**src/rtl/phy_rx_sync_ctrl.sv**
```systemverilog
// -----------------------------------------------------------------------------
// phy_rx_sync_ctrl
//
// Receive-side byte alignment and link-state controller. Watches the retimed
// serial bit stream (MSB first) for COM symbols. It locks byte phase after
// LOCK_COUNT consecutive byte-aligned COMs. In sync it presents each data byte
// for a full 8-cycle byte period, and it drops back to hunting after GAP_MAX
// consecutive data bytes with no COM/IDL.
//
// Ports:
//   clk_32f     - serial bit clock, the only clock
//   rst         - asynchronous active-high reset
//   data_in     - retimed serial bit, MSB first
//   data_out    - last aligned data byte (held for the whole byte period)
//   valid_out   - data_out holds a data byte (not COM, not IDL)
//   byte_strobe - one-cycle pulse at each aligned byte boundary outside HUNT
//   active      - link in sync
//   idle_out    - registered inverse of active, feeds the IDLE return flop
//   state       - 0 = HUNT, 1 = CHECK, 2 = SYNC (debug)
// -----------------------------------------------------------------------------
module phy_rx_sync_ctrl #(
   parameter int unsigned LOCK_COUNT = 4,      // 2..15
   parameter int unsigned GAP_MAX    = 64,     // 2..255
   parameter logic [7:0]  COM        = 8'hBC,
   parameter logic [7:0]  IDL        = 8'h7C
) (
   input  logic       clk_32f,
   input  logic       rst,
   input  logic       data_in,
   output logic [7:0] data_out,
   output logic       valid_out,
   output logic       byte_strobe,
   output logic       active,
   output logic       idle_out,
   output logic [1:0] state
);

   typedef enum logic [1:0] {
      HUNT  = 2'd0,
      CHECK = 2'd1,
      SYNC  = 2'd2
   } state_t;

   state_t     state_q, state_d;
   logic [7:0] sr_q;
   logic [2:0] cnt_q, cnt_d;
   logic [3:0] com_cnt_q, com_cnt_d, com_inc;
   logic [7:0] gap_q, gap_d, gap_inc;
   logic [7:0] data_d;
   logic       valid_d, strobe_d, active_d, idle_d;
   logic       boundary;

   assign state = state_q;

   // Next-state and next-output logic.
   always_comb begin
      // NOTE: every signal gets a default first so no path leaves it unassigned
      // and no latch is inferred.
      state_d   = state_q;
      cnt_d     = cnt_q + 3'd1;
      com_cnt_d = com_cnt_q;
      gap_d     = gap_q;
      data_d    = data_out;
      valid_d   = valid_out;
      active_d  = active;
      idle_d    = idle_out;
      com_inc   = com_cnt_q + 4'd1;
      gap_inc   = gap_q + 8'd1;
      boundary  = (state_q != HUNT) && (cnt_q == 3'd0);

      case (state_q)
         HUNT: begin
            // The COM already sits in sr, so the next byte ends 8 edges later:
            // cnt = 1 here puts the following boundary at cnt == 0.
            if (sr_q == COM) begin
               state_d   = CHECK;
               cnt_d     = 3'd1;
               com_cnt_d = 4'd1;
            end
         end

         CHECK: begin
            data_d  = 8'h00;
            valid_d = 1'b0;
            if (boundary) begin
               if (sr_q == COM) begin
                  com_cnt_d = com_inc;
                  if (com_inc == LOCK_COUNT[3:0]) begin
                     state_d  = SYNC;
                     active_d = 1'b1;
                     idle_d   = 1'b0;
                     gap_d    = 8'd0;
                  end
               end else begin
                  state_d   = HUNT;
                  com_cnt_d = 4'd0;
               end
            end
         end

         SYNC: begin
            if (boundary) begin
               if (sr_q == COM || sr_q == IDL) begin
                  valid_d = 1'b0;
                  gap_d   = 8'd0;
               end else if (gap_inc == GAP_MAX[7:0]) begin
                  // Framing lost: the offending byte is dropped, not presented.
                  state_d   = HUNT;
                  active_d  = 1'b0;
                  idle_d    = 1'b1;
                  valid_d   = 1'b0;
                  data_d    = 8'h00;
                  com_cnt_d = 4'd0;
                  gap_d     = 8'd0;
               end else begin
                  data_d  = sr_q;
                  valid_d = 1'b1;
                  gap_d   = gap_inc;
               end
            end
         end

         default: state_d = HUNT;
      endcase

      // Suppressed on the boundary that falls back to HUNT, so the strobe is
      // never seen while state reads HUNT.
      strobe_d = boundary && (state_d != HUNT);
   end

   // State and output registers.
   always_ff @(posedge clk_32f or posedge rst) begin
      if (rst) begin
         state_q     <= HUNT;
         sr_q        <= 8'h00;
         cnt_q       <= 3'd0;
         com_cnt_q   <= 4'd0;
         gap_q       <= 8'd0;
         data_out    <= 8'h00;
         valid_out   <= 1'b0;
         byte_strobe <= 1'b0;
         active      <= 1'b0;
         idle_out    <= 1'b1;
      end else begin
         // NOTE: non-blocking assignments so every register samples the
         // pre-edge values, independent of statement order.
         state_q     <= state_d;
         sr_q        <= {sr_q[6:0], data_in};
         cnt_q       <= cnt_d;
         com_cnt_q   <= com_cnt_d;
         gap_q       <= gap_d;
         data_out    <= data_d;
         valid_out   <= valid_d;
         byte_strobe <= strobe_d;
         active      <= active_d;
         idle_out    <= idle_d;
      end
   end

endmodule

```
**config.mk**
```make
export PLATFORM = sky130hd
export DESIGN_NAME = phy_rx_sync_ctrl
export DESIGN_NICKNAME = d
export VERILOG_FILES = /design/src/rtl/phy_rx_sync_ctrl.sv
export SDC_FILE = /design/constraint.sdc
export NUM_CORES = 1
export LEC_CHECK = 0
export BUFFER_PORTS_ARGS = -buffer_cell sky130_fd_sc_hd__buf_2
export CAP_MARGIN = 10
export CORE_UTILIZATION = 40
export DETAILED_ROUTE_END_ITERATION = 16
export GPL_TIMING_DRIVEN = 0
export HOLD_SLACK_MARGIN = 0.03
export REMOVE_ABC_BUFFERS = 1
export SYNTH_ARGS = -nofsm -noshare
export SYNTH_HDL_FRONTEND = slang
export SYNTH_SLANG_ARGS = --single-unit
```
**constraint.sdc**
```tcl
create_clock -name clk_32f -period 2.57 [get_ports clk_32f]
set_input_delay 0.514 -clock clk_32f [delete_from_list [all_inputs] [get_ports clk_32f]]
set_output_delay 0.514 -clock clk_32f [all_outputs]
set_load 0.03 [all_outputs]
```
==> impl_metrics.env, run 1 <==
export IMPL_status="complete, no violations"
export IMPL_gp_congestion=0.8408
export IMPL_port_buffers=16
export IMPL_hold_path_startpoint="data_in"
export IMPL_finalPower_uw=1420
export IMPL_met3_length_um=142
export IMPL_critPathBufInv=0
export IMPL_fmax_ghz=0.4119
export IMPL_cpPeakStageDelay_ns=0.46
export IMPL_via_count=1471
export IMPL_end_kind="flip-flop"
export IMPL_drtPass1Iterations=4
export IMPL_clkTransAtPathRegs_ns=0.08
export IMPL_synth_top_cell_by_area="dfrtp_1"
export IMPL_cts_root_buf="clkbuf_8"
export IMPL_die_y_um=71.32
export IMPL_reg2reg_depth=7
export IMPL_wl_per_cell_um=15.45
export IMPL_stdcell_area_um2=2218
export IMPL_ff2ff_setup_slack_ns=0.14
export IMPL_drive_gt1_share_pct=21.78
export IMPL_dp_hpwl_um=2837
export IMPL_area_growth_pct=15.43
export IMPL_yosys_warnings=0
export IMPL_fin_nets=214
export IMPL_seq_area_frac_synth_pct=48.24
export IMPL_finClkSkew_ns=0.003651
export IMPL_cts_buffer_depth=2
export IMPL_criticalPathCategory="flip-flop to flip-flop"
export IMPL_cts_tree="yes"
export IMPL_dr_wl_met2_um=1996
export IMPL_htreeDepth=2
export IMPL_synth_edff_count=0
export IMPL_crit_cells=7
export IMPL_die_w_um=71.32
export IMPL_synth_top_area_share_pct=46.88
export IMPL_worstMarginPinSlew_ns=0.7200
export IMPL_async_flop_share_pct=100.0
export IMPL_synth_ff_type="dfrtp_1"
export IMPL_synth_distinct_cells=54
export IMPL_critical_path_required_ns=2.77
export IMPL_drt_iter0_markers=33
export IMPL_crit_chain="ha_1, nand2b_1, o31ai_4, and4_4, o21ai_2, or3_4, o31ai_1"
export IMPL_post_route_period_util_pct=94.47
export IMPL_netlist_instances=179
export IMPL_grt_max_degree=23
export IMPL_power_density_nw_per_um2=640.1
export IMPL_design_portCount=17
export IMPL_vdd_drop_max_mv=0.3344
export IMPL_fin_tns_setup_ns=0
export IMPL_startpoint="com_cnt_q[0]"
export IMPL_grt_pass1_wl_um=6941
export IMPL_core_area_um2=4474
export IMPL_synthesis_area_um2=1922
export IMPL_clock_sinks=37
export IMPL_antenna_found_initial=0
export IMPL_rsz0062_at_grt="no"
export IMPL_drc=0
export IMPL_rows=24
export IMPL_fillers=396
export IMPL_cp_max_fo=8
export IMPL_worst_path_dominant_cell_family="simple AND/OR/NAND/NOR gates"
export IMPL_routed_wl_um=3924
export IMPL_arrival_ns=2.62
export IMPL_wl_met1_um=1761
export IMPL_slowest_stage="dfrtp_1"
export IMPL_placed_area_um2=2074
export IMPL_hold_path_class="input port to flip-flop"
export IMPL_first_global_vias=1500
export IMPL_synth_seq_cells=37
export IMPL_avgSynthCellArea_um2=10.74
export IMPL_setup_viol=0
export IMPL_hold_violations=0
export IMPL_grt_usage_pct=17.42
export IMPL_antenna_left=0
export IMPL_start_util_pct=42.95
export IMPL_maxSlewHeadroom_pct=51.95
export IMPL_r2r_start="com_cnt_q[0]"
export IMPL_gr_total_overflow=0
export IMPL_synthTopCellsByArea="dfrtp_1 (47%), ha_1 (6.5%), a22o_1 (5.5%), o21ai_0 (4.2%), nand2_1 (2.7%)"
export IMPL_p_leak_uw=0.0009970
export IMPL_crit_end="gap_q[4]"
export IMPL_insertion_delay_ns=0.29
export IMPL_slew_viol_final=0
export IMPL_reg2reg_to="gap_q[4]"
export IMPL_dieArea_um2=5086
export IMPL_min_period_ns=2.428
export IMPL_vias_per_cell=5.791
export IMPL_diodes=0
export IMPL_cap_violations=0
export IMPL_startpoint_type="flip-flop"
export IMPL_synth_common_cells="dfrtp_1 (36), o21ai_0 (16), nand2_1 (14)"
export IMPL_numCtsBuffers=5
export IMPL_top_layer="met4"
export IMPL_yosysMostFrequentCell="dfrtp_1"
==> kinds of logic after synthesis <==
| kind of cell | after synthesis | synth area share (%) |
|---|---|---|
| multiplexers | 1 | 0.7810 |
| XOR/XNOR | 2 | 0.9116 |
| buffers and inverters | 11 | 2.409 |
| flip-flops | 37 | 48.24 |
| AO/OA/AOI/OAI | 57 | 22.20 |
| adder cells (fa/ha/maj) | 10 | 6.510 |
| AND/OR/NAND/NOR | 61 | 18.95 |
==> placed cells by master (no fill, tap or decap), types with 2 or more instances in the layout <==
cell      synthesis  routed
dfrtp_1          36      36
a22o_1           12      12
buf_4             1       2
nor2b_1           5       5
o31ai_1           2       2
nor2_1           11      11
ha_1             10      10
nand4_1           3       3
and3_1            2       2
clkbuf_8          0       5
nand3b_1          2       2
buf_2             0      16
inv_1             7       7
nand3_1           8       8
a211oi_1          3       2
a21oi_1           7       7
and2_1            2       2
o21ai_0          16      16
nand2_1          14      14
==> flip-flops by register name (all words and copies together) (netlist names) <==
name	flops
data_out	8
gap_q	8
sr_q	8
com_cnt_q	4
cnt_q	3
state	2
active	1
byte_strobe	1
idle_out	1
valid_out	1
==> routing by layer <==
layer  vias up  track usage (%)
met5         -                0
met4         0            5.333
met3         2            3.797
met2        24            29.42
met1       741            22.43
li1        704                -
==> what timing repair did <==
item / 4_1_cts / 5_1_grt
hold buffers: 0 / 0
pin swaps: 0 / 1
gates resized for setup: 1 / 1
setup endpoints to repair: 2 / 6
buffers inserted: 0 / 2
cloned: 0 / 0
==> through the flow <==
stage	worst slack (ns)	util [%]	hold WS, ns	std cells
4_1_cts	0.03510	49.05	0.3188	252
2_1_floorplan	0.1023	-	0.3674	175
6_report	0.1421	49.58	0.3248	254
5_1_grt	0.02198	49.58	0.3123	254
3_3_place_gp	0.07224	45.75	0.3849	243
3_5_place_dp	-0.03818	46.36	0.3948	244
==> where the power goes <==
part | internal, uW | total (uW) | switching, uW
registers | 625 | 675 | 49.6
logic | 93.3 | 240 | 147
clock network | 290 | 505 | 215
total | 1010 | 1420 | 411
==> layout make-up <==
| class | instances | area, um2 | area share [%] |
|---|---|---|---|
| Tap cell | 52 | 65.06 | 2.933 |
| Inverter | 7 | 26.28 | 1.184 |
| Sequential cell | 37 | 927.1 | 41.79 |
| Multi-Input combinational cell | 131 | 962.2 | 43.37 |
| Clock inverter | 3 | 46.29 | 2.087 |
| Clock buffer | 5 | 68.82 | 3.102 |
| Timing Repair Buffer | 19 | 122.6 | 5.527 |
==> worst min-delay path by stage <==
stage / endpoint / depth (start not counted) / slack, ns
2_1_floorplan: sr_q[3] / 0 / 0.37
3_3_place_gp: sr_q[4] / 0 / 0.38
3_5_place_dp: sr_q[1] / 0 / 0.39
4_1_cts: sr_q[0] / 1 / 0.32
5_1_grt: sr_q[0] / 1 / 0.31
6_report: sr_q[0] / 1 / 0.32
(Power assumes the default switching activity.)
==> inputs of run 2 (changes only) <==
Settings changed: ABC_AREA set to 1.
==> impl_metrics.env, run 2 <==
export IMPL_status="complete, no violations"
export IMPL_grt_pass1_wl_um=6279
export IMPL_vias_per_cell=4.776
export IMPL_antenna_found_initial=0
export IMPL_avgSynthCellArea_um2=8.626
export IMPL_critical_path_required_ns=2.75
export IMPL_cts_buffer_depth=2
export IMPL_yosys_area_share_adder_pct=6.418
export IMPL_core_area_um2=4692
export IMPL_cts_root_buf="clkbuf_8"
export IMPL_drc=0
export IMPL_worstMarginPinSlew_ns=0.7590
export IMPL_synth_top_family_by_area="simple AND/OR/NAND/NOR gates"
export IMPL_synth_compound_area_share_pct=8.601
export IMPL_setup_viol=0
export IMPL_critPathBufInv=3
export IMPL_wl_per_cell_um=11.29
export IMPL_dp_hpwl_um=2477
export IMPL_yosys_area_share_simple_pct=29.46
export IMPL_cts_setup_buffers=0
export IMPL_numCtsBuffers=5
export IMPL_dp_cells=295
export IMPL_drt_iter0_markers=66
export IMPL_synthMuxAreaShare_pct=0
export IMPL_cts_tree="yes"
export IMPL_fin_hold_ws_ns=0.3293
export IMPL_synth_edff_count=0
export IMPL_netlist_instances=226
export IMPL_drive_gt1_share_pct=20.88
export IMPL_criticalPathCategory="flip-flop to flip-flop"
export IMPL_clkTransAtPathRegs_ns=0.07
export IMPL_synth_seq_cells=37
export IMPL_ff2ff_setup_slack_ns=0.49
export IMPL_port_buffers=16
export IMPL_final_common_cell="nand2_1"
export IMPL_fmax_ghz=0.4802
export IMPL_end_kind="flip-flop"
export IMPL_vdd_drop_max_mv=0.4562
export IMPL_cpPeakStageDelay_ns=0.44
export IMPL_dieArea_um2=5157
export IMPL_seq_area_frac_synth_pct=47.56
export IMPL_fin_nets=261
export IMPL_finClkSkew_ns=0.007980
export IMPL_synth_ff_type="dfrtp_1"
export IMPL_htreeDepth=2
export IMPL_gp_congestion=0.7990
export IMPL_power_density_nw_per_um2=678.6
export IMPL_slowest_stage="dfrtp_1"
export IMPL_synth_common_cells="nand2_1 (63), dfrtp_1 (36), inv_1 (30)"
export IMPL_ctsHoldBuffers=0
export IMPL_first_global_vias=1368
export IMPL_post_route_period_util_pct=81.02
export IMPL_die_y_um=71.81
export IMPL_cap_violations=0
export IMPL_finalPower_uw=1506
export IMPL_die_w_um=71.81
export IMPL_hold_violations=0
export IMPL_drtPass1Iterations=4
export IMPL_antenna_left=0
export IMPL_rows=25
export IMPL_worst_path_dominant_cell_family="simple AND/OR/NAND/NOR gates"
export IMPL_cp_max_fo=10
export IMPL_crit_chain="inv_1, ha_1, nor3b_4, nor2_1, nor2_4, nand2_4, inv_4, nand3_2, o21ai_1, inv_1"
export IMPL_yosys_warnings=0
export IMPL_design_portCount=17
export IMPL_maxSlewHeadroom_pct=49.33
export IMPL_synthTopCellsByArea="dfrtp_1 (46%), nand2_1 (12%), ha_1 (6.4%), inv_1 (5.8%), o21ai_0 (3.9%)"
export IMPL_cts_resized=0
export IMPL_routed_wl_um=3422
export IMPL_start_util_pct=41.55
export IMPL_synth_top_area_share_pct=46.21
export IMPL_largestRegisters="data_out (8), gap_q (8), sr_q (8)"
export IMPL_synth_distinct_cells=28
export IMPL_async_flop_share_pct=100.0
export IMPL_fin_tns_setup_ns=0
export IMPL_gr_total_overflow=0
export IMPL_min_period_ns=2.082
export IMPL_final_cell_mix="nand2_1 (63), dfrtp_1 (36), inv_1 (29), nor2_1 (17), buf_2 (16)"
export IMPL_synthesis_area_um2=1949
export IMPL_grt_max_degree=38
export IMPL_startpoint_type="flip-flop"
export IMPL_arrival_ns=2.27
export IMPL_synth_top_cell_by_area="dfrtp_1"
export IMPL_p_leak_uw=0.001106
export IMPL_hold_path_class="input port to flip-flop"
export IMPL_rsz0062_at_grt="no"
export IMPL_slew_viol_final=0
export IMPL_clock_sinks=37
export IMPL_insertion_delay_ns=0.29
export IMPL_via_count=1447
export IMPL_grt_usage_pct=15.83
export IMPL_worst_path_most_repeated_cell="inv_1"
export IMPL_area_growth_pct=13.86
export IMPL_yosysMostFrequentCell="nand2_1"
export IMPL_synth_xor_area_share_pct=0.8986
export IMPL_diodes=0
export IMPL_fin_cells=303
[run 2: changes by cell type after synthesis, moves of 3 or more]
| cell | before | now |
|---|---|---|
| nand2_2 | 1 | 4 |
| nor2b_1 | 5 | 0 |
| nor2_4 | 0 | 3 |
| nand3_2 | 0 | 6 |
| inv_1 | 7 | 30 |
| nor2_1 | 11 | 17 |
| nand2_4 | 0 | 3 |
| a211oi_1 | 3 | 0 |
| nand2_1 | 14 | 63 |
| a22o_1 | 12 | 0 |
| o21ai_1 | 0 | 6 |
[run 2: routing by layer]
layer  part of all wire (%)  routed length, um  vias up  global-route usage (%)
met5                      0                  0        -                       0
met4                    1.9                 64        0                   6.754
met3                    3.3                114        7                   4.360
met2                     44               1510       24                   24.63
met1                     51               1733      654                   20.75
li1                       -                  -      762                       -
[run 2: power by group]
group | total (uW) | internal, uW | switching [uW]
clock network | 595 | 385 | 210
registers | 674 | 632 | 42.2
logic | 237 | 79.8 | 157
[run 2: path summary, 6_finish.rpt]
check / from / to / cells past startpoint
max in group asynchronous: rst / valid_out / 2
worst max register to register: state[0] / active / 10
worst min-delay path: data_in / sr_q[0] / 1
min in group asynchronous: rst / data_out[3] / 2
worst max-delay path: state[0] / active / 10
worst min register to register: sr_q[6] / sr_q[7] / 0
[run 2: cell type report]
type / count / area (um2)
fill: 460 / 2472
sequential: 37 / 927.1
multi-input combinational: 155 / 884.6
inverter: 33 / 126.4
timing repair buffer: 16 / 80.08
clock buffer: 5 / 68.82
tap: 54 / 67.56
clock inverter: 3 / 65.06
[run 2: kinds of logic (layout without fill, tap and decap cells)]
| logic type | Yosys count | in the layout |
|---|---|---|
| fa+ha+maj | 10 | 10 |
| buf+inv | 34 | 57 |
| compound gates | 31 | 31 |
| flops | 37 | 37 |
| xor+xnor | 2 | 2 |
| simple gates | 112 | 112 |
[run 2: worst register-to-register path: cells and delay by family (launching register included)]
kind            cells  cell delay [ns]
buf+inv             3             0.29
simple gates        5             0.83
compound gates      1             0.14
flops               1             0.44
fa+ha+maj           1             0.29
[run 2: metrics by stage]
step	setup slack, ns	util (%)	cell area (um2)
4_1_cts	0.4592	47.31	2220
2_1_floorplan	0.5563	-	1938
6_report	0.4877	47.31	2220
3_3_place_gp	0.5104	44.45	2086
5_1_grt	0.2690	47.31	2220
3_5_place_dp	0.4762	44.45	2086
